### config.mk
export PLATFORM = sky130hd
export DESIGN_NAME = mmio_wr_demux
export DESIGN_NICKNAME = d
export VERILOG_FILES = /design/src/rtl/mmio_wr_demux.sv
export SDC_FILE = /design/constraint.sdc
export NUM_CORES = 1
export LEC_CHECK = 0
export ABC_AREA = 1
export CORE_MARGIN = 2
export CORE_UTILIZATION = 40
export CTS_BUF_LIST = sky130_fd_sc_hd__clkbuf_2
export DETAILED_ROUTE_END_ITERATION = 8
export PLACE_DENSITY = 0.69
export SLEW_MARGIN = 0
export SYNTH_ARGS = -nofsm -noshare
export SYNTH_HDL_FRONTEND = slang
export SYNTH_SLANG_ARGS = --single-unit
### constraint.sdc
create_clock -name clk_i -period 1.9 [get_ports clk_i]
set_clock_uncertainty 0.05 [all_clocks]
set_input_delay 0.38 -clock clk_i [delete_from_list [all_inputs] [get_ports clk_i]]
set_output_delay 0.38 -clock clk_i [all_outputs]
set_load 0.02 [all_outputs]
### src/rtl/mmio_wr_demux.sv
// Six-channel store demultiplexer: routes one byte-masked CPU write into held
// channel registers, with per-channel strobes, registered readback and select-error flags.

module mmio_wr_chan #(
  parameter int                DATA_W  = 32,
  parameter logic [DATA_W-1:0] RST_VAL = '0
) (
  input  logic                  clk_i,
  input  logic                  rst_i,
  input  logic                  wr_en_i,
  input  logic [DATA_W/8-1:0]   be_i,
  input  logic [DATA_W-1:0]     wdata_i,
  output logic [DATA_W-1:0]     q_o,
  output logic                  strobe_o
);
  localparam int NB = DATA_W / 8;

  logic [DATA_W-1:0] q_q, q_d;
  logic              stb_q;

  // Disabled bytes keep their value; a write with no byte enables still strobes.
  always_comb begin
    q_d = q_q;
    if (wr_en_i) begin
      for (int b = 0; b < NB; b++) begin
        if (be_i[b]) q_d[8*b +: 8] = wdata_i[8*b +: 8];
      end
    end
  end

  always_ff @(posedge clk_i) begin
    if (rst_i) begin
      q_q   <= RST_VAL;
      stb_q <= 1'b0;
    end else begin
      q_q   <= q_d;
      stb_q <= wr_en_i;
    end
  end

  assign q_o      = q_q;
  assign strobe_o = stb_q;
endmodule

module mmio_wr_demux #(
  parameter int                DATA_W  = 32,
  parameter logic [DATA_W-1:0] RST_VAL = '0
) (
  input  logic                  clk_i,
  input  logic                  rst_i,
  input  logic                  we_i,
  input  logic [2:0]            sel_i,
  input  logic [DATA_W-1:0]     wdata_i,
  input  logic [DATA_W/8-1:0]   be_i,
  input  logic                  re_i,
  input  logic                  clr_err_i,
  output logic [DATA_W-1:0]     o0_o,
  output logic [DATA_W-1:0]     o1_o,
  output logic [DATA_W-1:0]     o2_o,
  output logic [DATA_W-1:0]     o3_o,
  output logic [DATA_W-1:0]     o4_o,
  output logic [DATA_W-1:0]     o5_o,
  output logic [5:0]            strobe_o,
  output logic [DATA_W-1:0]     rdata_o,
  output logic                  rvalid_o,
  output logic                  err_o,
  output logic                  err_sticky_o
);
  localparam int NUM_CH = 6;

  logic [NUM_CH-1:0]             wr_hit;
  logic [NUM_CH-1:0][DATA_W-1:0] chan_q;
  logic [NUM_CH-1:0]             chan_stb;
  logic                          sel_ok;

  assign sel_ok = (sel_i < 3'd6);

  for (genvar g = 0; g < NUM_CH; g++) begin : g_ch
    assign wr_hit[g] = we_i && (sel_i == 3'(g));
    mmio_wr_chan #(.DATA_W(DATA_W), .RST_VAL(RST_VAL)) u_chan (
      .clk_i    (clk_i),
      .rst_i    (rst_i),
      .wr_en_i  (wr_hit[g]),
      .be_i     (be_i),
      .wdata_i  (wdata_i),
      .q_o      (chan_q[g]),
      .strobe_o (chan_stb[g])
    );
  end

  logic [DATA_W-1:0] rd_word;
  logic [DATA_W-1:0] rdata_q, rdata_d;
  logic              rvalid_q, rvalid_d;
  logic              err_q, err_d;
  logic              sticky_q, sticky_d;

  // Readback sees pre-edge channel contents, so a same-cycle write is read-before-write.
  always_comb begin
    rd_word = '0;
    for (int c = 0; c < NUM_CH; c++) begin
      if (sel_i == 3'(c)) rd_word = chan_q[c];
    end
  end

  always_comb begin
    rdata_d  = rdata_q;
    rvalid_d = re_i;
    err_d    = (we_i || re_i) && !sel_ok;
    sticky_d = sticky_q;
    if (re_i) rdata_d = sel_ok ? rd_word : '0;
    if (err_d)          sticky_d = 1'b1;
    else if (clr_err_i) sticky_d = 1'b0;
  end

  always_ff @(posedge clk_i) begin
    if (rst_i) begin
      rdata_q  <= '0;
      rvalid_q <= 1'b0;
      err_q    <= 1'b0;
      sticky_q <= 1'b0;
    end else begin
      rdata_q  <= rdata_d;
      rvalid_q <= rvalid_d;
      err_q    <= err_d;
      sticky_q <= sticky_d;
    end
  end

  assign o0_o         = chan_q[0];
  assign o1_o         = chan_q[1];
  assign o2_o         = chan_q[2];
  assign o3_o         = chan_q[3];
  assign o4_o         = chan_q[4];
  assign o5_o         = chan_q[5];
  assign strobe_o     = chan_stb;
  assign rdata_o      = rdata_q;
  assign rvalid_o     = rvalid_q;
  assign err_o        = err_q;
  assign err_sticky_o = sticky_q;
endmodule

Word level (Yosys, flattened, before mapping)
Cells that the tools add are included.
{"block": "classes", "order_cmp": 1, "muxes": 9, "eq_ne": 5, "reduce_logical": 35}
{"cell": "two-way mux 32 bit", "n": 7}
{"cell": "AND reduction 2 bit", "n": 24}
{"cell": "logical AND 1 bit", "n": 7}
{"cell": "equality test 3 x 2 -> 1 bit (second input constant)", "n": 2}
{"cell": "equality test 3 bit (second input constant)", "n": 2}
{"cell": "equality test 3 x 1 -> 1 bit (second input constant)", "n": 1}
{"cell": "zero test 3 bit", "n": 1}
{"cell": "< comparator 3 bit (second input constant)", "n": 1}
{"cell": "two-way mux 1 bit", "n": 2}
{"cell": "nonzero test 2 bit", "n": 1}
{"cell": "zero test 1 bit", "n": 1}
{"cell": "logical OR 1 bit", "n": 1}
{"block": "totals", "word_cells": 84, "reg_bits": 233, "input_bits": 44, "out_inout_bits": 233}

Logic depth before layout (Yosys ltp)
{"block": "depth", "ltp_word": 8, "mapped_depth": 11, "ltp_nobuf": 9}

Hierarchy
From an unflattened synthesis, not the netlist that was laid out.
{"block": "hier_totals", "cells_unflattened": 1788, "area_unflattened_um2": 10924.2}
{"module": "mmio_wr_chan", "area_each_um2": 1336.3, "instances": 6, "cells_per_inst": 207}
{"module": "mmio_wr_demux", "area_each_um2": 2906.5, "instances": 1, "cells_per_inst": 546}

Worst setup path after synthesis
Ideal clock, no wire load.
{"block": "synth_path", "path_type": "input -> register", "start": "input sel_i[0]", "end": "register g_ch[5].u_chan.q_q[21]", "arrival_ps": 1393, "n_path_buf": 2, "stages": 9, "slack_ps": 329, "cell_sequence": "buf_2 inv_1 nor3_2 nand2_1 inv_2 nand2_1 clkbuf_1 o21ai_1 a21oi_1"}
{"block": "synth_between", "elab_chain_cells": 3}
{"item": "start, declared", "line_no": "52", "source": "input logic [2:0] sel_i,"}
{"item": "equality test 3 bit", "line_no": "79", "source": "assign wr_hit[g] = we_i && (sel_i == 3'(g));"}
{"item": "logical AND 1 bit", "line_no": "79"}
{"item": "AND reduction 2 bit (no line)"}
{"item": "end signal, assigned", "line_no": "36", "source": "q_q <= q_d;"}
{"item": "end, declared", "line_no": "18", "source": "logic [DATA_W-1:0] q_q, q_d;"}
No other way between the ends.
A chain may end at the register's enable or synchronous reset.

Final worst setup path
{"block": "layout_path", "start": "register g_ch[1].u_chan.q_q[8]", "end": "output o1_o[8]"}
{"item": "start, declared", "line_no": "18"}
{"item": "start signal, assigned", "line_no": "36"}
{"item": "end, declared", "line_no": "58", "source": "output logic [DATA_W-1:0] o1_o,"}
No word-level cell between the ends.

==> results_dict.tcl <==
set metrics [dict create \
    htree_levels 2 \
    cts_root_buffer "clkbuf_2" \
    top_usage_layer "met2" \
    cp-start-kind "flip-flop" \
    ys_async_sr_fraction 0 \
    slew_headroom 0.5484 \
    end_kind "primary output" \
    fin_area_um2 13300 \
    syn_area_um2 9901 \
    yosysTopAreaCellShare 0.4711 \
    synth-warning-count 0 \
    antenna_found_initial 0 \
    antenna_cells 0 \
    syn_avg_cell_area_um2 7.082 \
    worst_pin_slew_ps 677.5 \
    path_cells "buf_2" \
    start_util 0.4071 \
    core_region_area_um2 24320 \
    cp_top_family "flip-flops" \
    grt_max_degree 146 \
    area_growth_pct 34.37 \
    multi_input_area_um2 4417 \
    final-setup-viol-count 0 \
    clk_latency_ps 860 \
    grt_overflow 0 \
    rows 57 \
    use_met2 0.4726 \
    max_freq_mhz 543.2 \
    status "finished, final reports clean" \
    ir_worst_vdd_mv 0.3646 \
    dp_hpwl_um 27520 \
    crit_buf_inv 1 \
    fillerInstances 2478 \
    cts_inserted_buffers 60 \
    required_ps 1470 \
    drt_iter0_markers 981 \
    min_period_ps 1841 \
    ys_seq_area_frac 0.4711 \
    netlist_instances 1398 \
    leakage_nw 5.823 \
    synth_edf_count 0 \
    finalHoldViolCount 0 \
    drt_first_pass_iters 6 \
    post-synth-top-count-cell "nand2_1" \
    drc 0 \
    vias 11180 \
    timing.final.crit_share 0.9688 \
    cts.sinks 233 \
    vias_per_cell 5.325 \
    ant_nets 0 \
    power_density_nw_per_um2 725.7 \
    synth_flop_cell "dfxtp_1" \
    critPathKind "flip-flop to primary output" \
    fp.dieW_um 161.3 \
    met3_usage 0.06549 \
    placed_cell_area_um2 13510 \
    ys_top_cells_by_count "298 x nand2_1, 277 x a21oi_1, 233 x dfxtp_1, 158 x nand3_1, 87 x o21ai_0" \
    cp_max_fo 2 \
    hold_path.class "input port to flip-flop" \
    power_mw 9.655 \
    die_h_um 161.3 \
    grt_pass1_wl_um 58170 \
    first_global_vias 10690 \
    cts_tree "done" \
    cts_buffer_depth 3 \
    synth.area.top_cells "dfxtp_1 47%, a21oi_1 14%, nand2_1 11%, nand3_1 8.0%, o21ai_0 4.4%" \
    wirelength_um 38110 \
    cts.clk_slew.worst_paths_ps 120 \
    place.port_buffers 276 \
    drv_slew 0 \
    max_stage_delay_ps 380 \
    avgRoutedWirePerCell_um 18.16 \
    grt.met1_usage 0.3517 \
    place_congestion 0.9400 \
    finalNetCount 1773 \
    dieArea_um2 26030 \
    syn-num-nets 1442 \
    ys_types 20 \
    grt_use_total 0.2838 \
    crit_path_top_delay_cell "dfxtp_2" \
    ios 277 \
    yosys.area.top_type "dfxtp_1" \
    ys_seq_elements 233 \
    regArea_um2 4807 \
    drive_gt1_frac 0.3110 \
    maxCapViolCount 0 \
    critical_path_arrival_ps 1410 \
]
[report_power, final]
part / switching, mW / total, mW / internal, mW
Sequential: 0.0700 / 5.05 / 4.98
Combinational: 0.807 / 1.24 / 0.434
Clock: 2.14 / 3.37 / 1.22
[placed cells by master, fill, tap and decap left out]
cell	n
nand2_1	298
a21oi_1	277
buf_4	173
nand3_1	158
buf_2	136
dfxtp_1	129
dfxtp_2	99
o21ai_0	87
clkbuf_2	86
inv_1	84
nor2_1	82
clkdlybuf4s50_1	42
o21ai_1	25
nand4_1	20
clkinv_1	16
buf_12	15
inv_2	13
nor2_2	5
dfxtp_4	5
buf_6	5
nor2_4	4
clkinv_2	4
nor3_1	3
clkbuf_4	3
nand2_2	2
nor3_4	1
o21bai_1	1
dlygate4sd3_1	1
clkdlybuf4s15_2	1
[what timing repair did]
| item | 4_1_cts | 5_1_grt |
|---|---|---|
| hold buffers | 1 | 0 |
| setup endpoints to repair | 233 | 80 |
| setup buffers | 1 | 2 |
| hold endpoints to repair | 49 | 0 |
| gates resized for setup | 1061 | 95 |
[per-stage QoR]
step	hold WS, ps	worst slack (ps)	setup TNS, ps	utilization	instances
2_1_floorplan	464.9	328.7	0	-	1398
3_3_place_gp	399.5	-399.3	-63420	0.5556	1987
3_5_place_dp	405.2	-466.6	-71870	0.5556	1987
4_1_cts	49.27	0.3607	0	0.5389	2097
5_1_grt	104.0	-7.765	-7.765	0.5470	2099
6_report	144.1	59.21	0	0.5470	2099
[sequential cells by signal, summed over array words and instances (netlist names)]
| signal | cells |
|---|---|
| err_o | 1 |
| err_sticky_o | 1 |
| g_ch.u_chan.q_o | 192 |
| g_ch.u_chan.strobe_o | 6 |
| rdata_o | 32 |
| rvalid_o | 1 |
[routing by layer]
| metal | part of all wire | up-vias |
|---|---|---|
| met5 | 0 | - |
| met4 | 0.037 | 0 |
| met1 | 0.39 | 5138 |
| li1 | - | 5365 |
| met2 | 0.48 | 583 |
| met3 | 0.091 | 92 |
[final timing paths]
path / to / slack, ps / cells after the start / from
min reg2reg: rdata_o[10]$_SDFFE_PP0P_ / 420 / 2 / rdata_o[10]$_SDFFE_PP0P_
max: o1_o[8] / 60 / 1 / g_ch[1].u_chan.q_o[8]$_SDFFE_PP0P_
min: err_sticky_o$_SDFFE_PP0P_ / 140 / 4 / clr_err_i
max reg2reg: rdata_o[12]$_SDFFE_PP0P_ / 670 / 7 / g_ch[2].u_chan.q_o[12]$_SDFFE_PP0P_
[cell families (layout without fill, tap and decap cells)]
| family | count (synthesis) | after routing | share of synthesized area |
|---|---|---|---|
| AO/OA/AOI/OAI | 390 | 390 | 0.1974 |
| flip-flops | 233 | 233 | 0.4711 |
| buffers and inverters | 202 | 579 | 0.08341 |
| AND/OR/NAND/NOR | 573 | 573 | 0.2481 |
[layout make-up]
class                           instances  share of cell area
Clock buffer                           86             0.03235
Clock inverter                         22            0.006583
Inverter                               95             0.02680
Multi-Input combinational cell        963              0.3320
Sequential cell                       233              0.3613
Tap cell                              324             0.03047
Timing Repair Buffer                  376              0.2105
Note: power is estimated with default switching activity, not from simulation.
